==> src/rtl/instr_fetch_unit.sv <==
// ---------------------------------------------------------------------------
// instr_fetch_unit
//
// Reader side of the 16-bit instruction memory. Walks a byte-addressed PC in
// steps of 2, keeps at most one memory request in flight, parks returned words
// together with their PC in a small prefetch FIFO and hands them to decode over
// a valid/ready handshake. Branch redirects flush the FIFO and restart fetching
// at the target; fetching stops once the halt word has been fetched.
//
// Parameters:
//   RESET_PC   byte address of the first fetch after reset
//   DEPTH      prefetch queue entries (power of 2, >= 2)
//   HALT_WORD  instruction word that stops fetching
//
// Ports:
//   clk            in   clock, rising edge
//   rst            in   asynchronous active-high reset
//   imem_req       out  memory request, held until imem_valid
//   imem_addr      out  byte address of the request (bit 0 always 0)
//   imem_rdata     in   returned instruction word
//   imem_valid     in   completes the outstanding request
//   instr_valid    out  queue head is valid
//   instr_ready    in   decode accepts the head this cycle
//   instr_out      out  head instruction word
//   pc_out         out  byte address of the head instruction
//   branch_taken   in   one-cycle redirect strobe
//   branch_target  in   redirect byte address (bit 0 ignored)
//   halted         out  halt word fetched, no further requests
// ---------------------------------------------------------------------------
module instr_fetch_unit #(
   parameter logic [15:0] RESET_PC  = 16'h0000,
   parameter int          DEPTH     = 4,
   parameter logic [15:0] HALT_WORD = 16'hEBCF
) (
   input  logic        clk,
   input  logic        rst,
   output logic        imem_req,
   output logic [15:0] imem_addr,
   input  logic [15:0] imem_rdata,
   input  logic        imem_valid,
   output logic        instr_valid,
   input  logic        instr_ready,
   output logic [15:0] instr_out,
   output logic [15:0] pc_out,
   input  logic        branch_taken,
   input  logic [15:0] branch_target,
   output logic        halted
);

   localparam int AW = $clog2(DEPTH);
   localparam int CW = AW + 1;

   // IDLE: nothing in flight. REQ: request driven to memory.
   // DROP: waiting for the response of a request orphaned by a redirect.
   // HALT: halt word seen, fetching stopped until a redirect.
   localparam logic [1:0] ST_IDLE = 2'd0;
   localparam logic [1:0] ST_REQ  = 2'd1;
   localparam logic [1:0] ST_DROP = 2'd2;
   localparam logic [1:0] ST_HALT = 2'd3;

   logic [1:0]    state;
   logic [1:0]    state_next;
   logic [15:0]   fetch_pc;
   logic [15:0]   instr_mem [DEPTH];
   logic [15:0]   pc_mem    [DEPTH];
   logic [AW-1:0] rd_ptr;
   logic [AW-1:0] wr_ptr;
   logic [CW-1:0] count;
   logic [CW-1:0] count_after;
   logic          push;
   logic          pop;

   // A response is only accepted for a live request; one arriving in the
   // redirect cycle belongs to the old instruction stream and is discarded.
   assign push = (state == ST_REQ) && imem_valid && !branch_taken;
   assign pop  = instr_valid && instr_ready;

   // Occupancy after this cycle's push, accounting for a simultaneous pop, so
   // a streaming queue at DEPTH-1 keeps the request line high.
   assign count_after = count + CW'(1) - CW'(pop);

   assign imem_req    = (state == ST_REQ);
   assign halted      = (state == ST_HALT);
   assign imem_addr   = fetch_pc;
   assign instr_valid = (count != '0);
   assign instr_out   = instr_valid ? instr_mem[rd_ptr] : 16'h0000;
   assign pc_out      = instr_valid ? pc_mem[rd_ptr]    : 16'h0000;

   // Fetch control. A redirect wins over everything else; if it catches a
   // request still in flight, the stale response must be swallowed (DROP)
   // before a new request can go out. Issue from IDLE looks only at the
   // registered count, keeping instr_ready out of the request decision path.
   always_comb begin
      state_next = state;
      if (branch_taken) begin
         if ((state == ST_REQ || state == ST_DROP) && !imem_valid) begin
            state_next = ST_DROP;
         end else begin
            state_next = ST_IDLE;
         end
      end else begin
         case (state)
            ST_IDLE: begin
               if (count < CW'(DEPTH)) begin
                  state_next = ST_REQ;
               end
            end
            ST_REQ: begin
               if (imem_valid) begin
                  if (imem_rdata == HALT_WORD) begin
                     state_next = ST_HALT;
                  end else if (count_after < CW'(DEPTH)) begin
                     state_next = ST_REQ;
                  end else begin
                     state_next = ST_IDLE;
                  end
               end
            end
            ST_DROP: begin
               if (imem_valid) begin
                  state_next = ST_IDLE;
               end
            end
            ST_HALT: begin
               state_next = ST_HALT;
            end
            default: begin
               state_next = ST_IDLE;
            end
         endcase
      end
   end

   // State and fetch PC. The PC only advances on an accepted word, so it
   // stays stable for the whole life of a request; 16-bit wrap is natural.
   always_ff @(posedge clk or posedge rst) begin
      if (rst) begin
         state    <= ST_IDLE;
         fetch_pc <= RESET_PC;
      end else begin
         state <= state_next;
         if (branch_taken) begin
            fetch_pc <= branch_target & 16'hFFFE;
         end else if (push) begin
            fetch_pc <= fetch_pc + 16'd2;
         end
      end
   end

   // Queue bookkeeping. A redirect empties the queue; a pop in that same
   // cycle has already been seen by decode and needs no further handling.
   always_ff @(posedge clk or posedge rst) begin
      if (rst) begin
         rd_ptr <= '0;
         wr_ptr <= '0;
         count  <= '0;
      end else if (branch_taken) begin
         rd_ptr <= '0;
         wr_ptr <= '0;
         count  <= '0;
      end else begin
         if (push) begin
            wr_ptr <= wr_ptr + AW'(1);
         end
         if (pop) begin
            rd_ptr <= rd_ptr + AW'(1);
         end
         if (push && !pop) begin
            count <= count + CW'(1);
         end else if (!push && pop) begin
            count <= count - CW'(1);
         end
      end
   end

   // Queue storage needs no reset: entries are only visible while counted.
   always_ff @(posedge clk) begin
      if (push) begin
         instr_mem[wr_ptr] <= imem_rdata;
         pc_mem[wr_ptr]    <= fetch_pc;
      end
   end

endmodule

==> config.mk <==
export PLATFORM = sky130hd
export DESIGN_NAME = instr_fetch_unit
export DESIGN_NICKNAME = d
export VERILOG_FILES = /design/src/rtl/instr_fetch_unit.sv
export SDC_FILE = /design/constraint.sdc
export NUM_CORES = 1
export LEC_CHECK = 0
export ABC_AREA = 1
export CAP_MARGIN = 5
export CORE_MARGIN = 1
export CORE_UTILIZATION = 55
export CTS_CLUSTER_SIZE = 16
export DETAILED_ROUTE_END_ITERATION = 8
export PLACE_DENSITY = 0.8
export SYNTH_ARGS = -nofsm -noshare
export SYNTH_HDL_FRONTEND = slang
export SYNTH_SLANG_ARGS = --single-unit
==> constraint.sdc <==
create_clock -name clk -period 3.1 [get_ports clk]
set_input_delay 0.62 -clock clk [delete_from_list [all_inputs] [get_ports clk]]
set_output_delay 0.62 -clock clk [all_outputs]
set_load 0.05 [all_outputs]
# Yosys cells after proc, flatten, opt, wreduce, memory -nomap -nowiden
# Memory sizes are Yosys's and may differ from the RTL's.
# Cells that the tools add are included.
# word_totals
in_bits	37
word_cells	60
mem_count	2
ff_bits	25
output_inout_bits	51
mem_bits_rw	128
# mem_list
name	depth	width	rd	rd_ports_with_merged_regs	write_ports	line	rtl
instr_mem	4	16	1	0	1	64	logic [15:0] instr_mem [DEPTH];
pc_mem	4	16	1	0	1	65	logic [15:0] pc_mem [DEPTH];
# op_classes
reduce_logical	17
n_eq_ne	7
add_sub_neg	6
mux	21
n_lt_le_gt_ge	2
# op_table
op	count
$mux W16	4
$mux W2	10
$add A16 B2 Y16 const B	1
$eq A16 B16 Y1 const B	1
$mux W3	3
$pmux W2 S4	1
$logic_and A1 B1 Y1	6
$lt A3 B3 Y1 const B	2
$ne A3 B3 Y1 const B	2
$reduce_bool A3 Y1	2
$add A2 B1 Y2 const B	2
$eq A2 B2 Y1 const B	2
$logic_not A1 Y1	4
$reduce_bool A2 Y1	2
$add A3 B1 Y3 const B	1
$mux W1	3
$ne A3 B1 Y1 const B	1
$reduce_and A3 Y1	1
$sub A3 B1 Y3	1
$sub A3 B1 Y3 const B	1
$eq A2 B1 Y1 const B	1
$logic_not A2 Y1	1
$logic_or A1 B1 Y1	1

# Logic depth before layout (Yosys ltp)
# Gate-level depths: netlist of run 1.
# logic_depth
depth_word	9
mapped_depth	10
mapped_depth_nobuf	10

# Worst setup path after synthesis of run 1
# No wires, ideal clock.
# synth_path
path_type	register -> register
start	reg state[1]
end	mem instr_mem[0][0] (enable)
setup_time_ps	419
t_required_ps	2681
path_buffers	0
stages_incl_launch_ff	7
path_slack_ps	-63
t_arrival_ps	2744
cell_sequence	dfrtp_1 -> inv_1 -> ha_1 -> nand2_4 -> nor2_8 -> inv_2 -> nor2_1
# synth_between
elab_chain_len	5
# synth_rtl
item	line	rtl
start, declared	61	logic [1:0] state;
start signal, assigned	141	state <= state_next;
$eq A2 B1 Y1	-	
named net imem_req	37	output logic imem_req,
$logic_and A1 B1 Y1 (2 in a row)	75	assign push = (state == ST_REQ) && imem_valid && !branch_taken;
$mux W1	178	if (push) begin
$mux W1 (implied by the code)	179	instr_mem[wr_ptr] <= imem_rdata;
end, declared	64	
# The timed path passes the listed nets, and every way through them passes these cells.

# Final worst setup path of run 1
# layout_path
start	reg rd_ptr[1]
end	out pc_out[6]
# layout_between
elab_chain_len	2
# layout_rtl
item	line	rtl
start, declared	66	logic [AW-1:0] rd_ptr;
start signal, assigned	166	rd_ptr <= rd_ptr + AW'(1);
$mem_v2 Z4 W16	-	
$mux W16	87	assign pc_out = instr_valid ? pc_mem[rd_ptr] : 16'h0000;
end, declared	44	output logic [15:0] pc_out,
# No other way between the ends.

==> metrics.md, run 1 <==
| Metric | Value |
|---|---|
| Number of synthesized flops with an enable pin | `~120` |
| Max-slew violations | `0` |
| Seq cells post-synth | `~150` |
| Synth area leaders | `edfxtp_1 (57%), dfrtp_1 (9.1%), nor2_1 (8.7%)` |
| Worst-path clk slew | `roughly 0.060 ns` |
| Total grt overflow | `0` |
| Fin nets | `approximately 750` |
| CTS max path bufs | `2` |
| Placed cells | `829` |
| Sequential area share after synthesis | `between 60 and 70%` |
| Vias per inst | `5.65` |
| Antenna-violating nets left | `0` |
| PortBufs | `84` |
| Maxcap violations | `0` |
| Num CTS Buffers | `17` |
| Die area | `approximately 12,000 µm²` |
| Reg2reg end | `instr_mem[3][14]$_DFFE_PP_` |
| Total Wirelength | `roughly 15 mm` |
| DRC Markers | `12` |
| P per Cell Area | `933 nW/µm²` |
| Synthesis-to-finish area growth | `29.9%` |
| Fin crit share | `roughly nine tenths` |
| Synth unique cells | `36` |
| Vias in the first global route | `4,898` |
| Clk sinks | `148` |
| Final HPWL DP | `roughly 9.5 mm` |
| Ys async rst share | `about 16%` |
| Synth area leader | `edfxtp_1` |
| Finish-stage setup viols | `0` |
| Critical path startpoint | `rd_ptr[1]$_DFFE_PP0P_` |
| Final Hold Viols | `0` |
| Post-Syn Area | `approximately 6600 µm²` |
| Flop2flop setup slack | `between 0.7 and 0.8 ns` |
| Drt pass-1 iters | `6` |
| Fillers | `approximately 750` |
| Setup crit end | `pc_out[6]` |
| Reg2reg start | `state[1]$_DFFE_PP0P_` |
| CTS tree | `built` |
| YS warnings | `0` |
| # rows | `39` |
| # IOs | `slightly below 90` |
| Post-synth top cells | `nor2_1 (152), edfxtp_1 (124), o21ai_0 (73)` |
| RSZ-0062 raised after global routing | `false` |
| Leakage | `approximately 3.2 nW` |
| Area share of the largest cell type after synthesis | `between 50% and 60%` |
| Failing checks | `DRC` |
| Core Area | `about 12,000 µm²` |
| Worst hold path type | `reg2reg` |
| Slew Limit Headroom | `between 30% and 40%` |
| Largest net degree at the start of global routing | `64` |
| Crit path DAT | `between 2 and 2.5 ns` |
| Fmax | `around 360 MHz` |
| Critical path class | `reg2out` |
| Wirelength per Cell | `17.6 µm` |
| Total number of H-tree levels | `4` |
| Die span in y | `approximately 110 µm` |
| Via count | `between 4k and 5k` |
| Post-CTS Setup Inserts | `0` |
| Peak supply drop | `around 480 µV` |
| Total Routing Usage GR | `about a quarter` |
| First-pass GRT wire length | `24.0 mm` |
| Outcome | `finished with violations` |
| Placed cell area | `~7900 µm²` |
| Die X | `between 100 and 150 µm` |
| Worst Max-Slew Pin Slew | `between 0.9 and 1 ns` |
| DR iter-0 viols | `between 300 and 400` |
| R2R depth | `7` |
| Kind of start point of the critical path | `flop` |
| Layout cell share with drive strength beyond 1 | `between 10 and 15%` |
| Main synth FF type | `edfxtp_1` |
| Gpl congestion | `approximately 0.85` |
| CP required | `roughly 2.5 ns` |
| Syn_area_per_cell | `10.7 µm²` |
| Resize count post-CTS | `0` |
| Diodes inserted | `0` |
| Worst-Skew Late Latency | `0.41 ns` |
| CP max FO | `18` |
| Most frequent cell after synthesis | `nor2_1` |
| Final Non-Filler Cells | `about 860` |
| Syn Inst Count | `616` |
| Setup crit end kind | `output port` |
| Post-route cell area | `8550 µm²` |
| Initial Utilization | `between 50% and 60%` |
| CTS Hold Bufs | `0` |
| Initial antenna violation count | `0` |
| Root Driver | `clkbuf_16` |
| Period minus WS final | `between 2 and 3 ns` |
| Worst Skew | `0.00755 ns` |
layout make-up:
type	instances	area [µm²]	share of cell area (%)
Clock buffer	18	429	5.02
Clock inverter	14	203	2.37
Inverter	37	139	1.62
Multi-Input combinational cell	403	1970	23.0
Sequential cell	148	4330	50.6
Tap cell	143	179	2.09
Timing Repair Buffer	98	1310	15.3
placed cells by master, fill, tap and decap left out, types with 10 or more instances in the layout:
master and n:
clkdlybuf4s50_1 53, ha_1 12, nor2_1 147, nand3_1 16
inv_1 33, dfrtp_1 23, buf_12 35, nand2_1 69
buf_4 10, edfxtp_1 124, o21ai_0 73, clkbuf_16 17
a21oi_1 36
metal layers:
layer  track usage [%]  wire, µm  vias up  part of all wire, %
li1                  -         -     2279                    -
met1              29.8      5910     2357                   39
met2              46.7      8150      206                   54
met3              5.17       945       20                  6.2
met4              7.57       177        0                  1.2
met5                 0         0        -                    0
registers in the layout, indices dropped and copies added, names as in the netlist:
| name | count |
|---|---|
| instr_mem | 64 |
| pc_mem | 60 |
| imem_addr | 15 |
| count | 3 |
| rd_ptr | 2 |
| state | 2 |
| wr_ptr | 2 |
metrics by stage:
stage / hold WS [ns] / setup TNS [ns] / util [%] / setup slack, ns / power [mW]
final: 0.608 / 0 / 74.2 / 0.317 / 7.98
after global routing: 0.643 / 0 / 74.2 / 0.229 / 8.26
after global placement: 0.567 / 0 / 68.8 / 0.487 / 5.74
after floorplan: 0.547 / -7.81 / - / -0.0630 / 4.35
after CTS: 0.609 / 0 / 74.2 / 0.311 / 8.00
after detailed placement: 0.591 / 0 / 68.8 / 0.420 / 5.83
how the worst min path moves through the flow:
stage,start,end,cells past startpoint
floorplan,state[1]$_DFFE_PP0P_,state[1]$_DFFE_PP0P_,2
global placement,state[1]$_DFFE_PP0P_,state[1]$_DFFE_PP0P_,2
detailed placement,state[1]$_DFFE_PP0P_,state[1]$_DFFE_PP0P_,2
CTS,state[1]$_DFFE_PP0P_,state[1]$_DFFE_PP0P_,2
global route,count[1]$_DFFE_PP0P_,count[1]$_DFFE_PP0P_,2
finish,state[1]$_DFFE_PP0P_,state[1]$_DFFE_PP0P_,2
cell families after synthesis:
logic type | after synthesis | synth area share (%)
AO/OA/AOI/OAI | 124 | 9.83
buffers and inverters | 66 | 4.62
adder cells (fa/ha/maj) | 12 | 2.28
flip-flops | 148 | 65.7
AND/OR/NAND/NOR | 257 | 16.4
other | 1 | 0.0570
XOR/XNOR | 8 | 1.06
report_power, final:
group          total, mW  switching [mW]  internal [mW]
clock               2.17           0.811           1.36
combinational       3.33            2.04           1.29
sequential          2.48           0.161           2.32
total               7.98            3.01           4.97
critical path: stages, from the launching register on:
cell and delay, ns:
dfrtp_1 0.63, inv_1 0.11, buf_4 0.24, nor2_1 0.15, o21ai_0 0.10, a21oi_1 0.33
buf_12 0.19
(Power assumes the default switching activity.)
==> inputs of run 2 (changes only) <==
--- a/config.mk
+++ b/config.mk
@@ -12,6 +12,7 @@
 export CTS_CLUSTER_SIZE = 16
 export DETAILED_ROUTE_END_ITERATION = 8
 export PLACE_DENSITY = 0.8
+export SLEW_MARGIN = 25
 export SYNTH_ARGS = -nofsm -noshare
 export SYNTH_HDL_FRONTEND = slang
 export SYNTH_SLANG_ARGS = --single-unit
==> run 2 against run 1 <==
Against the previous run:
- the run still ends with DRC left
- worst hold slack got worse by 0.018 ns
- combinational power barely moved
- non-clock buffer count unchanged
- wire length stayed put
- cell count unchanged
- power barely moved
- sequential share of layout area is the same
- register-to-register slack hardly changed
- core utilization stayed put
- first-iteration DRC count did not move
- clock skew is essentially flat
- die area did not move
- largest power group unchanged
- highest routed layer unchanged
==> metrics.md, run 2 (synthesis results as in run 1) <==
| Metric | Value |
|---|---|
| Outcome | `finished with violations` |
| Failing checks | `DRC` |
| Core Area | `~12,000 µm²` |
| Final HPWL DP | `between 9 and 10 mm` |
| Worst-path clk slew | `0.06 ns` |
| Final Hold Viols | `0` |
| Top Family by Delay on Critical Path | `flip-flops` |
| RSZ-0062 raised after global routing | `false` |
| CTS max path bufs | `2` |
| Period minus WS final | `2.78 ns` |
| Crit path DAT | `~2.2 ns` |
| Finish-stage setup viols | `0` |
| Placed cells | `~830` |
| CP Cell Sequence | `inv_1 > buf_4 > nor2_1 > o21ai_0 > a21oi_1 > buf_12` |
| Vias in the first global route | `between 4k and 5k` |
| Buf+Inv Stages, Crit Path | `3` |
| Commonest cells after routing, fill and taps aside | `nor2_1 (147), edfxtp_1 (124), o21ai_0 (73), nand2_1 (69), clkdlybuf4s50_1 (53)` |
| # IOs | `just under 90` |
| First-pass GRT wire length | `between 20 and 25 mm` |
| Antenna-violating nets left | `0` |
| Largest Register | `instr_mem` |
| Root Driver | `clkbuf_16` |
| Vias per inst | `approximately 5.6` |
| Worst Max-Slew Pin Slew | `0.899 ns` |
| Die area | `roughly 12,000 µm²` |
| Wirelength per Cell | `roughly 18 µm` |
| Setup crit end kind | `output port` |
| Worst hold path type | `in2async` |
| Initial Utilization | `a little under three fifths` |
| Die X | `111 µm` |
| Critical path class | `reg2out` |
| Fmax | `359 MHz` |
| Die span in y | `111 µm` |
| PortBufs | `84` |
| PnR worst setup slack | `0.317 ns` |
| Peak supply drop | `480 µV` |
| Crit-path max cell delay | `between 0.6 and 0.7 ns` |
| Final Non-Filler Cells | `roughly 860` |
| Fin nets | `754` |
| Pre-CTS setup slack | `between 0.4 and 0.5 ns` |
| Post-route setup TNS | `0 ns` |
| DR iter-0 viols | `between 300 and 400` |
| # rows | `39` |
| CP required | `between 2 and 2.5 ns` |
| P per Cell Area | `933 nW/µm²` |
| Max-slew violations | `0` |
| CTS Hold Bufs | `0` |
| Leakage | `roughly 3.2 nW` |
| Total Routing Usage GR | `about a quarter` |
| Maxcap violations | `0` |
| Drt pass-1 iters | `6` |
| Most common cell after layout, fill and taps aside | `nor2_1` |
| Worst Skew | `between 0.007 and 0.008 ns` |
| Num CTS Buffers | `17` |
| Worst-Skew Late Latency | `between 0.4 and 0.5 ns` |
| Synthesis-to-finish area growth | `29.9%` |
| Slew Limit Headroom | `just under 40%` |
| Diodes inserted | `0` |
| Via count | `about 4.9k` |
| Max reg flops | `64` |
| Total Wirelength | `around 15 mm` |
| Largest net degree at the start of global routing | `64` |
| Fin crit share | `89.8%` |
| Kind of start point of the critical path | `flop` |
| Layout cell share with drive strength beyond 1 | `about 14%` |
| DRC Markers | `12` |
| Total number of H-tree levels | `4` |
| Post-CTS Setup Inserts | `0` |
| Resize count post-CTS | `0` |
| Initial antenna violation count | `0` |
| CTS tree | `built` |
| Worst path slowest cell | `dfrtp_1` |
| Clk sinks | `around 150` |
| Power after layout | `7.98 mW` |
| Total grt overflow | `0` |
| CP max FO | `18` |
| Gpl congestion | `between 0.8 and 0.9` |
-- run 2: changes by cell type in the layout (fill, tap and decap cells not counted) --
cell	change
inv_1	-1
clkinv_1	+1
-- run 2: routing by layer --
metal  wire length [µm]  up-vias  global-route usage (%)  part of all wire (%)
met5                  0        -                       0                     0
met1               5900     2357                    29.8                    39
met2               8150      206                    46.7                    54
met4                177        0                    7.57                   1.2
met3                945       20                    5.17                   6.2
li1                   -     2279                       -                     -
-- run 2: power by group --
part	leakage [nW]	total [mW]	switching, mW	internal [mW]
registers	1.42	2.48	0.161	2.32
clock network	0.294	2.17	0.811	1.36
logic	1.50	3.33	2.04	1.29
total	3.21	7.98	3.01	4.97
-- run 2: final timing paths --
kind / startpoint / endpoint / slack, ns / depth (start not counted)
max: rd_ptr[1]$_DFFE_PP0P_ / pc_out[6] / 0.32 / 6
min: rst / count[1]$_DFFE_PP0P_ / 0.59 / 2
max reg2reg: state[1]$_DFFE_PP0P_ / instr_mem[3][14]$_DFFE_PP_ / 0.77 / 7
min reg2reg: state[1]$_DFFE_PP0P_ / state[1]$_DFFE_PP0P_ / 0.61 / 2
max in group asynchronous: rst / rd_ptr[0]$_DFFE_PP0P_ / 2.05 / 2
min in group clk: state[1]$_DFFE_PP0P_ / state[1]$_DFFE_PP0P_ / 0.61 / 2
-- run 2: area by class of cell --
cell class	count	area, µm²
sequential	148	4330
fill	745	2970
multi-input combinational	403	1970
timing repair buffer	98	1310
clock buffer	18	429
clock inverter	14	203
tap	143	179
inverter	37	139
-- run 2: through the flow --
stage	area, µm²	hold slack, ns	util (%)
6_report	8550	0.591	74.2
5_1_grt	8550	0.643	74.2
4_1_cts	8550	0.609	74.2
3_5_place_dp	7920	0.591	68.8
3_3_place_gp	7920	0.567	68.8
2_1_floorplan	6580	0.547	-
==> inputs of run 3 (changes only) <==
--- a/config.mk
+++ b/config.mk
@@ -6,6 +6,7 @@
 export NUM_CORES = 1
 export LEC_CHECK = 0
 export ABC_AREA = 1
+export ABC_CLOCK_PERIOD_IN_PS = 3100
 export CAP_MARGIN = 5
 export CORE_MARGIN = 1
 export CORE_UTILIZATION = 55
==> constraint.sdc (replaced) <==
create_clock -name clk -period 3.1 [get_ports clk]
set_input_delay 0.465 -clock clk [delete_from_list [all_inputs] [get_ports clk]]
set_output_delay 0.465 -clock clk [all_outputs]
set_load 0.05 [all_outputs]
==> run 3 against run 2 <==
Against the previous run:
- the run still ends with DRC left
- clock power is 11% lower
- non-clock buffer count is 4 lower
- via count is 1.0% lower
- combinational power is 2% lower
- power is 3.3% lower
- sequential share of layout area is 0.77 points higher
- design area is 1.5% lower
- worst setup slack worse by 0.055 ns
- largest power group unchanged
==> metrics.md, run 3 (synthesis results as in run 1) <==
| Metric | Value |
|---|---|
| Vias per inst | `roughly 5.6` |
| Max-slew violations | `0` |
| GR peak layer | `met2` |
| Gpl congestion | `a little over 0.8` |
| First-pass GRT wire length | `23.5 mm` |
| M2 GR Usage | `44.2%` |
| Core Area | `~12,000 µm²` |
| Die area | `12,400 µm²` |
| Vias in the first global route | `roughly 4.9k` |
| PortBufs | `84` |
| Root Driver | `clkbuf_16` |
| Total number of H-tree levels | `4` |
| Largest Register | `instr_mem` |
| Worst-path clk slew | `around 0.060 ns` |
| Grt met3 use | `under 10%` |
| Placed cells | `roughly 830` |
| Drt pass-1 iters | `7` |
| Kind of start point of the critical path | `flop` |
| R2R depth | `7` |
| CTS Hold Bufs | `0` |
| Worst-Skew Late Latency | `0.41 ns` |
| Worst Skew | `approximately 0.0073 ns` |
| Fin nets | `750` |
| Leakage | `about 3.2 nW` |
| Num CTS Buffers | `17` |
| Most common cell after layout, fill and taps aside | `nor2_1` |
| Antenna-violating nets left | `0` |
| DRC Markers | `13` |
| CP Cell Sequence | `buf_6 > nor2_1 > nor2_1 > o21ai_0 > a21oi_1 > buf_12` |
| Layout cell share with drive strength beyond 1 | `between 10% and 20%` |
| Diodes inserted | `0` |
| Critical path class | `reg2out` |
| Max reg flops | `64` |
| Placed cell area | `roughly 7900 µm²` |
| Period minus WS final | `approximately 2.8 ns` |
| Commonest cells after routing, fill and taps aside | `nor2_1 (147), edfxtp_1 (124), o21ai_0 (73), nand2_1 (69), clkdlybuf4s50_1 (53)` |
| Initial antenna violation count | `0` |
| Peak supply drop | `536 µV` |
| Fin crit share | `between 90% and 100%` |
| Finish-stage setup viols | `0` |
| P per Cell Area | `about 920 nW/µm²` |
| # IOs | `just under 90` |
| Total grt overflow | `0` |
| Total Routing Usage GR | `between 20% and 30%` |
| Slew Limit Headroom | `39.8%` |
| Fmax | `~350 MHz` |
| Die X | `between 100 and 150 µm` |
| Initial Utilization | `a little under three fifths` |
| Final Hold Viols | `0` |
| DR iter-0 viols | `~400` |
| CP max FO | `39` |
| CTS tree | `built` |
| Outcome | `finished with violations` |
| Worst Max-Slew Pin Slew | `between 0.8 and 0.9 ns` |
| Post-route cell area | `roughly 8400 µm²` |
| Power after layout | `between 7 and 8 mW` |
| Crit-path max cell delay | `~0.7 ns` |
| Largest net degree at the start of global routing | `41` |
| Hold Slack | `between 0.4 and 0.5 ns` |
| Worst path slowest cell | `dfrtp_2` |
| Failing checks | `DRC` |
| Total Wirelength | `roughly 15 mm` |
| Wirelength per Cell | `17.0 µm` |
| Final Non-Filler Cells | `between 800 and 900` |
| CP required | `about 2.6 ns` |
| Crit path DAT | `~2.4 ns` |
| RSZ-0062 raised after global routing | `false` |
| Worst path most repeated cell | `nor2_1` |
| Worst hold path type | `in2async` |
| Maxcap violations | `0` |
| Final HPWL DP | `approximately 9 mm` |
| Setup crit end kind | `output port` |
| Via count | `between 4k and 5k` |
| # rows | `39` |
| Synthesis-to-finish area growth | `28.0%` |
| M1 GR Usage | `about 30%` |
| CTS max path bufs | `2` |
| Die span in y | `about 110 µm` |
| Clk sinks | `148` |
-- run 3: cell count changes in the layout (fill, tap and decap cells not counted), moves of 2 or more --
cell	before	now
inv_6	3	0
bufinv_16	4	2
buf_4	10	8
clkinv_2	0	4
buf_12	35	32
-- run 3: critical path, delay by kind of cell (launching register included) --
family,cells,cell delay (ns)
compound gates,2,0.50
buf+inv,2,0.56
flops,1,0.68
simple gates,2,0.19
-- run 3: worst paths after layout --
path	start	to	slack, ns
max	rd_ptr[0]$_DFFE_PP0P_	pc_out[7]	0.26
min	rst	count[0]$_DFFE_PP0P_	0.44
max reg2reg	state[1]$_DFFE_PP0P_	instr_mem[2][12]$_DFFE_PP_	0.77
min reg2reg	count[0]$_DFFE_PP0P_	count[0]$_DFFE_PP0P_	0.61
max in group asynchronous	rst	rd_ptr[0]$_DFFE_PP0P_	2.20
min in group clk	count[0]$_DFFE_PP0P_	count[0]$_DFFE_PP0P_	0.61
-- run 3: through the flow --
step / TNS, ns / utilization [%] / setup WS, ns
after global placement: 0 / 68.2 / 0.652
final: 0 / 73.1 / 0.261
after floorplan: -7.81 / - / -0.0630
after detailed placement: 0 / 68.2 / 0.609
after CTS: 0 / 73.1 / 0.115
after global routing: 0 / 73.1 / 0.118
-- run 3: layout make-up --
cell class                 instances  area, µm²
timing repair buffer              94       1240
tap                              143        179
inverter                          37        139
fill                             748       3090
clock buffer                      18        429
multi-input combinational        403       1970
clock inverter                    14        139
sequential                       148       4330
-- run 3: timing repair --
item | CTS | global route
setup endpoints to repair | 0 | 1
setup buffers | 0 | 0
gates resized for setup | 0 | 1
-- run 3: power breakdown --
part,internal [mW],leakage (nW),switching (mW)
Clock,1.17,0.265,0.760
Combinational,1.28,1.48,2.01
Sequential,2.32,1.42,0.177
Total,4.78,3.16,2.94
-- run 3: routing by layer --
layer	routed length (µm)	vias up
li1	-	2266
met1	5710	2309
met2	7650	223
met3	1100	15
met4	144	0
met5	0	-
